[config.mk]
export PLATFORM = sky130hd
export DESIGN_NAME = bg_tile_fetch
export DESIGN_NICKNAME = d
export VERILOG_FILES = /design/src/rtl/bg_tile_fetch.sv
export SDC_FILE = /design/constraint.sdc
export NUM_CORES = 1
export LEC_CHECK = 0
export ABC_AREA = 1
export CAP_MARGIN = 15
export CORE_ASPECT_RATIO = 0.7
export CORE_MARGIN = 5
export CORE_UTILIZATION = 29
export DETAILED_ROUTE_END_ITERATION = 10
export GPL_ROUTABILITY_DRIVEN = 0
export PLACE_DENSITY = 0.49
export SKIP_CTS_REPAIR_TIMING = 1
export SYNTH_ARGS = -nofsm -noshare
export SYNTH_HDL_FRONTEND = slang
export SYNTH_SLANG_ARGS = --single-unit
[constraint.sdc]
create_clock -name clk -period 4.2 [get_ports clk]
set_input_delay 0.84 -clock clk [delete_from_list [all_inputs] [get_ports clk]]
set_output_delay 0.84 -clock clk [all_outputs]
set_load 0.02 [all_outputs]
[src/rtl/bg_tile_fetch.sv]
// bg_tile_fetch: background tile fetch stage.
// Walks the tile columns of one scanline, reads packed name table words
// (4 tile indices per word) plus the matching attribute word, and emits one
// {tile index, palette, column, fine row} record per tile.
// Optional build macro: BG_SCROLL_EN (adds scroll_tile_x coarse horizontal scroll).
//
// Handshake: a record is transferred on a clock edge where out_valid and
// out_ready are both high; while out_valid is high and out_ready low, every
// out_* field holds steady; out_ready is don't-care when out_valid is low.
module bg_tile_fetch #(
  parameter int ADDR_W    = 9,
  parameter int ATTR_BASE = 240,
  parameter int TILES_X   = 32,
  parameter int LINES     = 240
) (
  input  logic              clk,
  input  logic              rst,
  input  logic              line_start,
  input  logic [7:0]        line_y,
`ifdef BG_SCROLL_EN
  input  logic [4:0]        scroll_tile_x,
`endif
  output logic [ADDR_W-1:0] nameTableRamIndex,
  input  logic [31:0]       nameTableRamDataO,
  output logic [8:0]        attributeAddr,
  input  logic [31:0]       attributeTableDataO,
  output logic              out_valid,
  input  logic              out_ready,
  output logic [7:0]        out_tile_idx,
  output logic [1:0]        out_palette,
  output logic [4:0]        out_tile_col,
  output logic [2:0]        out_fine_y,
  output logic              busy,
  output logic              line_done
);

  localparam int         WPR       = TILES_X / 4;   // name table words per tile row
  localparam logic [4:0] LAST_COL  = 5'(TILES_X - 1);
  localparam logic [8:0] LINES_LIM = 9'(LINES);

  typedef enum logic [2:0] {IDLE, RD, CAP, EMIT, DONE} state_t;

  state_t      state, state_nxt;
  logic [4:0]  row_q, row_nxt;        // tile row = line_y[7:3]
  logic [2:0]  fine_q, fine_nxt;      // row within tile
  logic [4:0]  col_q, col_nxt;        // screen column of the current record
  logic [4:0]  scroll_q, scroll_nxt;  // coarse scroll captured at line start
  logic [4:0]  scroll_in;
  logic        load_addr;             // high when the next state is RD
  logic [4:0]  col_inc, fcol, fcol_nxt, fcol_inc;
  logic [31:0] name_q, attr_q;
  logic [ADDR_W-1:0] name_addr_q;
  logic [8:0]  attr_addr_q;
  logic [7:0]  ab_idx, attr_byte;
  logic [1:0]  quad;

`ifdef BG_SCROLL_EN
  assign scroll_in = scroll_tile_x;
`else
  assign scroll_in = 5'd0;
`endif

  function automatic logic [ADDR_W-1:0] name_addr(input logic [4:0] row, input logic [2:0] wc);
    name_addr = ADDR_W'(row) * ADDR_W'(WPR) + ADDR_W'(wc);
  endfunction

  // Attribute byte index: 4-row band times bytes-per-band plus 4-column group.
  function automatic logic [7:0] attr_byte_idx(input logic [2:0] band, input logic [2:0] wc);
    attr_byte_idx = 8'(band) * 8'(WPR) + 8'(wc);
  endfunction

  function automatic logic [8:0] attr_addr(input logic [2:0] band, input logic [2:0] wc);
    logic [7:0] b;
    b = attr_byte_idx(band, wc);
    attr_addr = 9'(ATTR_BASE) + 9'(b[7:2]);
  endfunction

  // Lanes are MSB-first: lane 0 is bits [31:24].
  function automatic logic [7:0] lane_byte(input logic [31:0] w, input logic [1:0] lane);
    case (lane)
      2'd0:    lane_byte = w[31:24];
      2'd1:    lane_byte = w[23:16];
      2'd2:    lane_byte = w[15:8];
      default: lane_byte = w[7:0];
    endcase
  endfunction

  assign col_inc  = col_q + 5'd1;
  assign fcol     = col_q + scroll_q;
  assign fcol_inc = col_inc + scroll_q;

  // Next-state logic: a new RD/CAP pair is needed at every group start and,
  // with scrolling, whenever the next fetch column crosses into a new word.
  always_comb begin
    state_nxt  = state;
    row_nxt    = row_q;
    fine_nxt   = fine_q;
    col_nxt    = col_q;
    scroll_nxt = scroll_q;
    load_addr  = 1'b0;
    case (state)
      IDLE: begin
        if (line_start && ({1'b0, line_y} < LINES_LIM)) begin
          state_nxt  = RD;
          row_nxt    = line_y[7:3];
          fine_nxt   = line_y[2:0];
          col_nxt    = 5'd0;
          scroll_nxt = scroll_in;
          load_addr  = 1'b1;
        end
      end
      RD:  state_nxt = CAP;
      CAP: state_nxt = EMIT;
      EMIT: begin
        if (out_ready) begin
          if (col_q == LAST_COL) begin
            state_nxt = DONE;
          end else begin
            col_nxt = col_inc;
            if (col_q[1:0] == 2'd3 || fcol_inc[1:0] == 2'd0) begin
              state_nxt = RD;
              load_addr = 1'b1;
            end
          end
        end
      end
      DONE:    state_nxt = IDLE;
      default: state_nxt = IDLE;
    endcase
    fcol_nxt = col_nxt + scroll_nxt;
  end

  // FSM state register.
  always_ff @(posedge clk or posedge rst) begin
    if (rst) state <= IDLE;
    else     state <= state_nxt;
  end

  // Per-line context: row, fine row, column and scroll.
  always_ff @(posedge clk or posedge rst) begin
    if (rst) begin
      row_q    <= 5'd0;
      fine_q   <= 3'd0;
      col_q    <= 5'd0;
      scroll_q <= 5'd0;
    end else begin
      row_q    <= row_nxt;
      fine_q   <= fine_nxt;
      col_q    <= col_nxt;
      scroll_q <= scroll_nxt;
    end
  end

  // RAM addresses are registered on entry to RD so they are stable during RD.
  always_ff @(posedge clk or posedge rst) begin
    if (rst) begin
      name_addr_q <= '0;
      attr_addr_q <= 9'd0;
    end else if (load_addr) begin
      name_addr_q <= name_addr(row_nxt, fcol_nxt[4:2]);
      attr_addr_q <= attr_addr(row_nxt[4:2], fcol_nxt[4:2]);
    end
  end

  // Capture both RAM words one cycle after the address was presented.
  always_ff @(posedge clk or posedge rst) begin
    if (rst) begin
      name_q <= 32'd0;
      attr_q <= 32'd0;
    end else if (state == CAP) begin
      name_q <= nameTableRamDataO;
      attr_q <= attributeTableDataO;
    end
  end

  assign nameTableRamIndex = name_addr_q;
  assign attributeAddr     = attr_addr_q;
  assign ab_idx            = attr_byte_idx(row_q[4:2], fcol[4:2]);
  assign attr_byte         = lane_byte(attr_q, ab_idx[1:0]);
  assign quad              = {row_q[1], fcol[1]};

  // Record outputs are held at zero except while a record is being offered.
  always_comb begin
    out_valid    = 1'b0;
    out_tile_idx = 8'd0;
    out_palette  = 2'd0;
    out_tile_col = 5'd0;
    out_fine_y   = 3'd0;
    busy         = (state == RD) || (state == CAP) || (state == EMIT);
    line_done    = (state == DONE);
    if (state == EMIT) begin
      out_valid    = 1'b1;
      out_tile_idx = lane_byte(name_q, fcol[1:0]);
      out_tile_col = col_q;
      out_fine_y   = fine_q;
      case (quad)
        2'd0:    out_palette = attr_byte[1:0];
        2'd1:    out_palette = attr_byte[3:2];
        2'd2:    out_palette = attr_byte[5:4];
        default: out_palette = attr_byte[7:6];
      endcase
    end
  end

endmodule

Yosys cells after proc, flatten, opt, wreduce, memory -nomap -nowiden
Index checks and enable logic that the tools add are counted.
- equal/unequal tests: 15
- $add $sub $neg: 8
- order comparisons: 1
- multiplexer cells: 26
- reduce and logical (&&, ||, !) cells: 11
- operators with widths (operator ; number):
    $pmux 8 s3 ; 2
    $mux 5 ; 8
    $mux 3 ; 5
    $pmux 3 s4 ; 1
    $pmux 5 s2 ; 1
    $add 8x3->9 ; 1
    $add 8x5->9 const A ; 1
    $eq 2x2->1 const B ; 4
    $logic_not 2->1 ; 4
    $lt 8x8->1 const B ; 1
    $mux 8 ; 1
    $add 6x3->7 ; 1
    $eq 2x1->1 const B ; 3
    $eq 3x2->1 const B ; 2
    $pmux 2 s3 ; 1
    $add 5x1->5 const B ; 1
    $add 5x5->5 ; 1
    $eq 5x5->1 const B ; 1
    $mux 1 ; 5
    $add 4x4->4 ; 1
    $ne 2x2->1 const B ; 2
    $eq 3x1->1 const B ; 1
    $eq 3x3->1 const B ; 1
    $logic_not 3->1 ; 1
    9 further kinds ; 11
- input port bits: 76
- register bits: 103

Longest topological paths before layout
- depth after elaboration: 8
- depth in mapped cells: 17
- mapped depth without buffers: 17

Worst setup path after synthesis
OpenSTA, ideal clock, no wires.
- kind: reg-to-output
- start point: register col_q[0]
- end point: output out_palette[0]
- path slack: 1.257 ns
- arrival: 2.103 ns
- stages on the path, launching flop included: 12
- data required time: 3.360 ns
- buffers on the path: 0
- path through: dfrtp_1 -> ha_1 -> fa_1 -> xor2_2 -> inv_2 -> nor2_4 -> nand2_2 -> nand3_1 -> nand3_1 -> nand2_1 -> nor2_1 -> nor2_1
- cells in the longest elaborated chain, start to end: 6
- elaborated cells on any way between the ends: 11
- RTL lines (element ; RTL line ; RTL):
    start, declared ; 46 ; logic [4:0] col_q, col_nxt;
    start signal, assigned ; 149 ; col_q <= col_nxt;
    $add 4x4->4 (*) ; 89 ; assign fcol = col_q + scroll_q;
    $add 1x2->2 ; 69 ; attr_byte_idx = 8'(band) * 8'(WPR) + 8'(wc);
    $eq 2x2->1, or another cell as far along ; 80 ; case (lane)
    $pmux 8 s3 ; 80 ;
    $pmux 2 s3 (*) ; 196 ; case (quad)
    $mux 2 (*) ; 191 ; if (state == EMIT) begin
    end, declared ; 30 ; output logic [1:0] out_palette,
Every way passes the cells marked *; elsewhere a longest branch is shown, timed or not.

Worst setup path after layout
Same ends and word-level chain as after synthesis.

==> key figures <==
Clock network
  • Reg clk slew, reported paths: about 60 ps
  • CTS tree: done
  • Inserted Clock Buffers: 9
  • Max H-tree Level: 3
  • Clock Tree Root: clkbuf_16
  • Worst skew pair latency: around 340 ps
  • Max clock buf depth: 2
  • Num Clock Sinks: 94

Yosys
  • Largest area contributor in the netlist: dfrtp_1
  • #FFs+latches synth: 94
  • Most common cell in the netlist: nand2_1
  • Synth Flop Type: dfrtp_1
  • Synth cell count leaders: 96 x nand2_1, 94 x dfrtp_1, 56 x mux2_2, 52 x inv_1, 45 x nor2_1
  • Post-synth EDFFs: 0
  • FFs w/ async S/R, synth: 100.0%
  • Main area contributors after synthesis: dfrtp_1 50%, mux2_2 13%, nand2_1 7.7%
  • Ys Warns: 0
  • Syn_area_per_cell: 9.414 um2
  • Post-Syn Area: between 4000 and 5000 um2
  • Area share of the largest cell type after synthesis: between 40% and 50%
  • Post-synthesis sequential area ratio: 49.97%
  • Syn Inst Count: 500
  • Post-synth cell types: 39

Final layout
  • Diodes inserted: 0
  • FILL cells: roughly 1.6k
  • Final Net Count: slightly below 700
  • Finished Layout Cells: 815
  • Synth-to-Final Area Change: 33.55%
  • Area of the multi-input gates: roughly 2000 um2
  • Storage cell area: 2352 um2
  • Layout cells sized above 1: roughly 16%

STA
  • Period utilization: a little over nine tenths
  • Min Tclk post-route: approximately 3900 ps
  • Final count of negative-setup-slack endpoints: 0
  • RSZ-0062 raised after global routing: false
  • Final WS setup: approximately 250 ps
  • Fin. Hold Viols: 0
  • Pins Over Slew Limit: 0
  • Fmax: ~250 MHz
  • Slew headroom: about two fifths
  • Setup TNS: 0 ps
  • Worst-Margin Slew: ~900 ps
  • Clock Skew: roughly 7 ps

Drt
  • WL/cell: between 15 and 20 um
  • Vias per inst: roughly 4.5
  • Routed wl met3: 1016 um
  • Met2 wire len: 5300 um
  • First drt pass iteration count: 4
  • DR vias: between 3k and 4k
  • Highest Signal Layer: met5
  • # DRC: 0
  • 1st-iter DRT viols: 185
  • Met1 WL: 6018 um
  • ANT nets after route: 0
  • Drt total wl: 12390 um

Worst setup path
  • Required @ worst endpoint: between 3000 and 4000 ps
  • Arrival time at the worst endpoint: 3110 ps
  • CP startpoint kind: flip-flop
  • CP Max Fanout: 10
  • Critical path class: reg -> out
  • Nature of the critical path endpoint: output port

Global routing
  • Pin count of the biggest net entering global routing: 74
  • Global route overflow: 0
  • Initial antenna violation count: 1
  • Number of global-route vias before repair: roughly 3.8k
  • First-pass GRT wire length: 19820 um
  • GRT Overall Usage: 13.41%

Floorplanning
  • Die width: roughly 160 um
  • Top Ports: roughly 120
  • Die area: around 19000 um2
  • Die Span Y: between 100 and 150 um
  • Row Count: 39
  • Core ar.: 16100 um2
  • Starting Density: 29.23%

Place
  • DP HPWL: between 9000 and 10000 um
  • Port bufs: approximately 110
  • Cells after DPL: roughly 800
  • Worst slack at placement: 425.3 ps

Min path
  • Hold Crit Class: reg -> reg

Pwr
  • VDD IR-drop max: 0.2723 mV
  • Cell Pwr Density: about 760 nW/um2
  • Pleak: roughly 2.8 nW
  • Total power: 0.004767 W

Job
  • Max_cap viols: 0

Run status
  • Status: finished, final reports clean
==> worst paths after layout <==
| kind | slack, ps | startpoint | cells past startpoint | endpoint |
|---|---|---|---|---|
| setup / recovery | 250 | col_q[0] | 11 | out_palette[0] |
| hold / removal | 470 | row_q[3] | 2 | row_q[3] |
| setup reg to reg | 1610 | col_q[1] | 16 | nameTableRamIndex[2] |
| hold reg to reg | 470 | row_q[3] | 2 | row_q[3] |
| max in group asynchronous | 2500 | rst | 3 | attr_q[7] |
| min in group asynchronous | 930 | rst | 2 | fine_q[0] |
==> cell type report <==
class	instances	area share (%)
flip-flops and latches	94	37.42
multi-input cells	327	31.97
repair buffers	116	18.31
well taps	205	4.080
clock buffers	11	3.702
inverters	57	3.443
clock inverters	5	1.075
==> logic make-up after synthesis <==
logic type	synth area share, %
and+or+nand+nor	17.76
AOI/OAI and AO/OA	7.709
muxes	13.40
DFF	49.97
adders and majority gates	2.552
other	0.07967
xor gates and xnor gates	0.7179
buffers and inverters	7.815
==> registers in the layout, indices dropped and copies added (netlist names) <==
register,count
col_q,5
scroll_q,5
nameTableRamIndex,7
attributeAddr,2
attr_q,32
name_q,32
row_q,5
fine_q,3
state,3
==> worst max-delay path, stage by stage, from the launching register on <==
cell,delay (ps)
dfrtp_1,450
ha_1,280
fa_2,390
xor2_4,280
buf_4,200
nand2_2,80
or2_0,230
nand3_1,90
nand2_1,60
nor2_1,110
nor2_1,50
clkdlybuf4s50_1,540
==> power breakdown <==
group / internal, W / leakage (nW) / switching, W
clock: 0.000471 / 0.146 / 0.000362
combinational: 0.00105 / 1.54 / 0.00127
sequential: 0.00134 / 1.12 / 0.000271
total: 0.00286 / 2.80 / 0.00191
==> per-stage QoR <==
stage          hold WS (ps)  util [%]  instance area, um2
2_1_floorplan         436.4         -                4711
6_report              471.8     39.04                6286
4_1_cts               475.2     38.94                6270
5_1_grt               495.9     39.04                6286
3_5_place_dp          459.4     37.07                5969
3_3_place_gp          453.3     37.07                5969
==> routing by layer <==
metal  vias to the layer above  track usage (%)
met1                      1730            18.54
met5                         -                0
li1                       1845                -
met3                         4            5.679
met4                         2            3.211
met2                        92            19.53
==> layout by cell type (no fill, tap or decap), drive strengths merged <==
cell / instances
buf: 4
o31ai: 1
nand4: 3
nand3b: 1
xor2: 3
ha: 8
fa: 1
bufinv: 1
o211ai: 2
a31o: 1
clkinv: 2
clkbuf: 11
nor3: 4
nand2: 104
inv: 59
clkdlybuf4s50: 112
or2: 4
mux2: 56
o221ai: 2
conb: 2
a22oi: 1
dfrtp: 94
o21bai: 1
a221oi: 1
nor2: 49
nand3: 28
a21oi: 14
a31oi: 8
o21ai: 29
o22ai: 4
No activity file was read; power rests on OpenSTA's default activity.
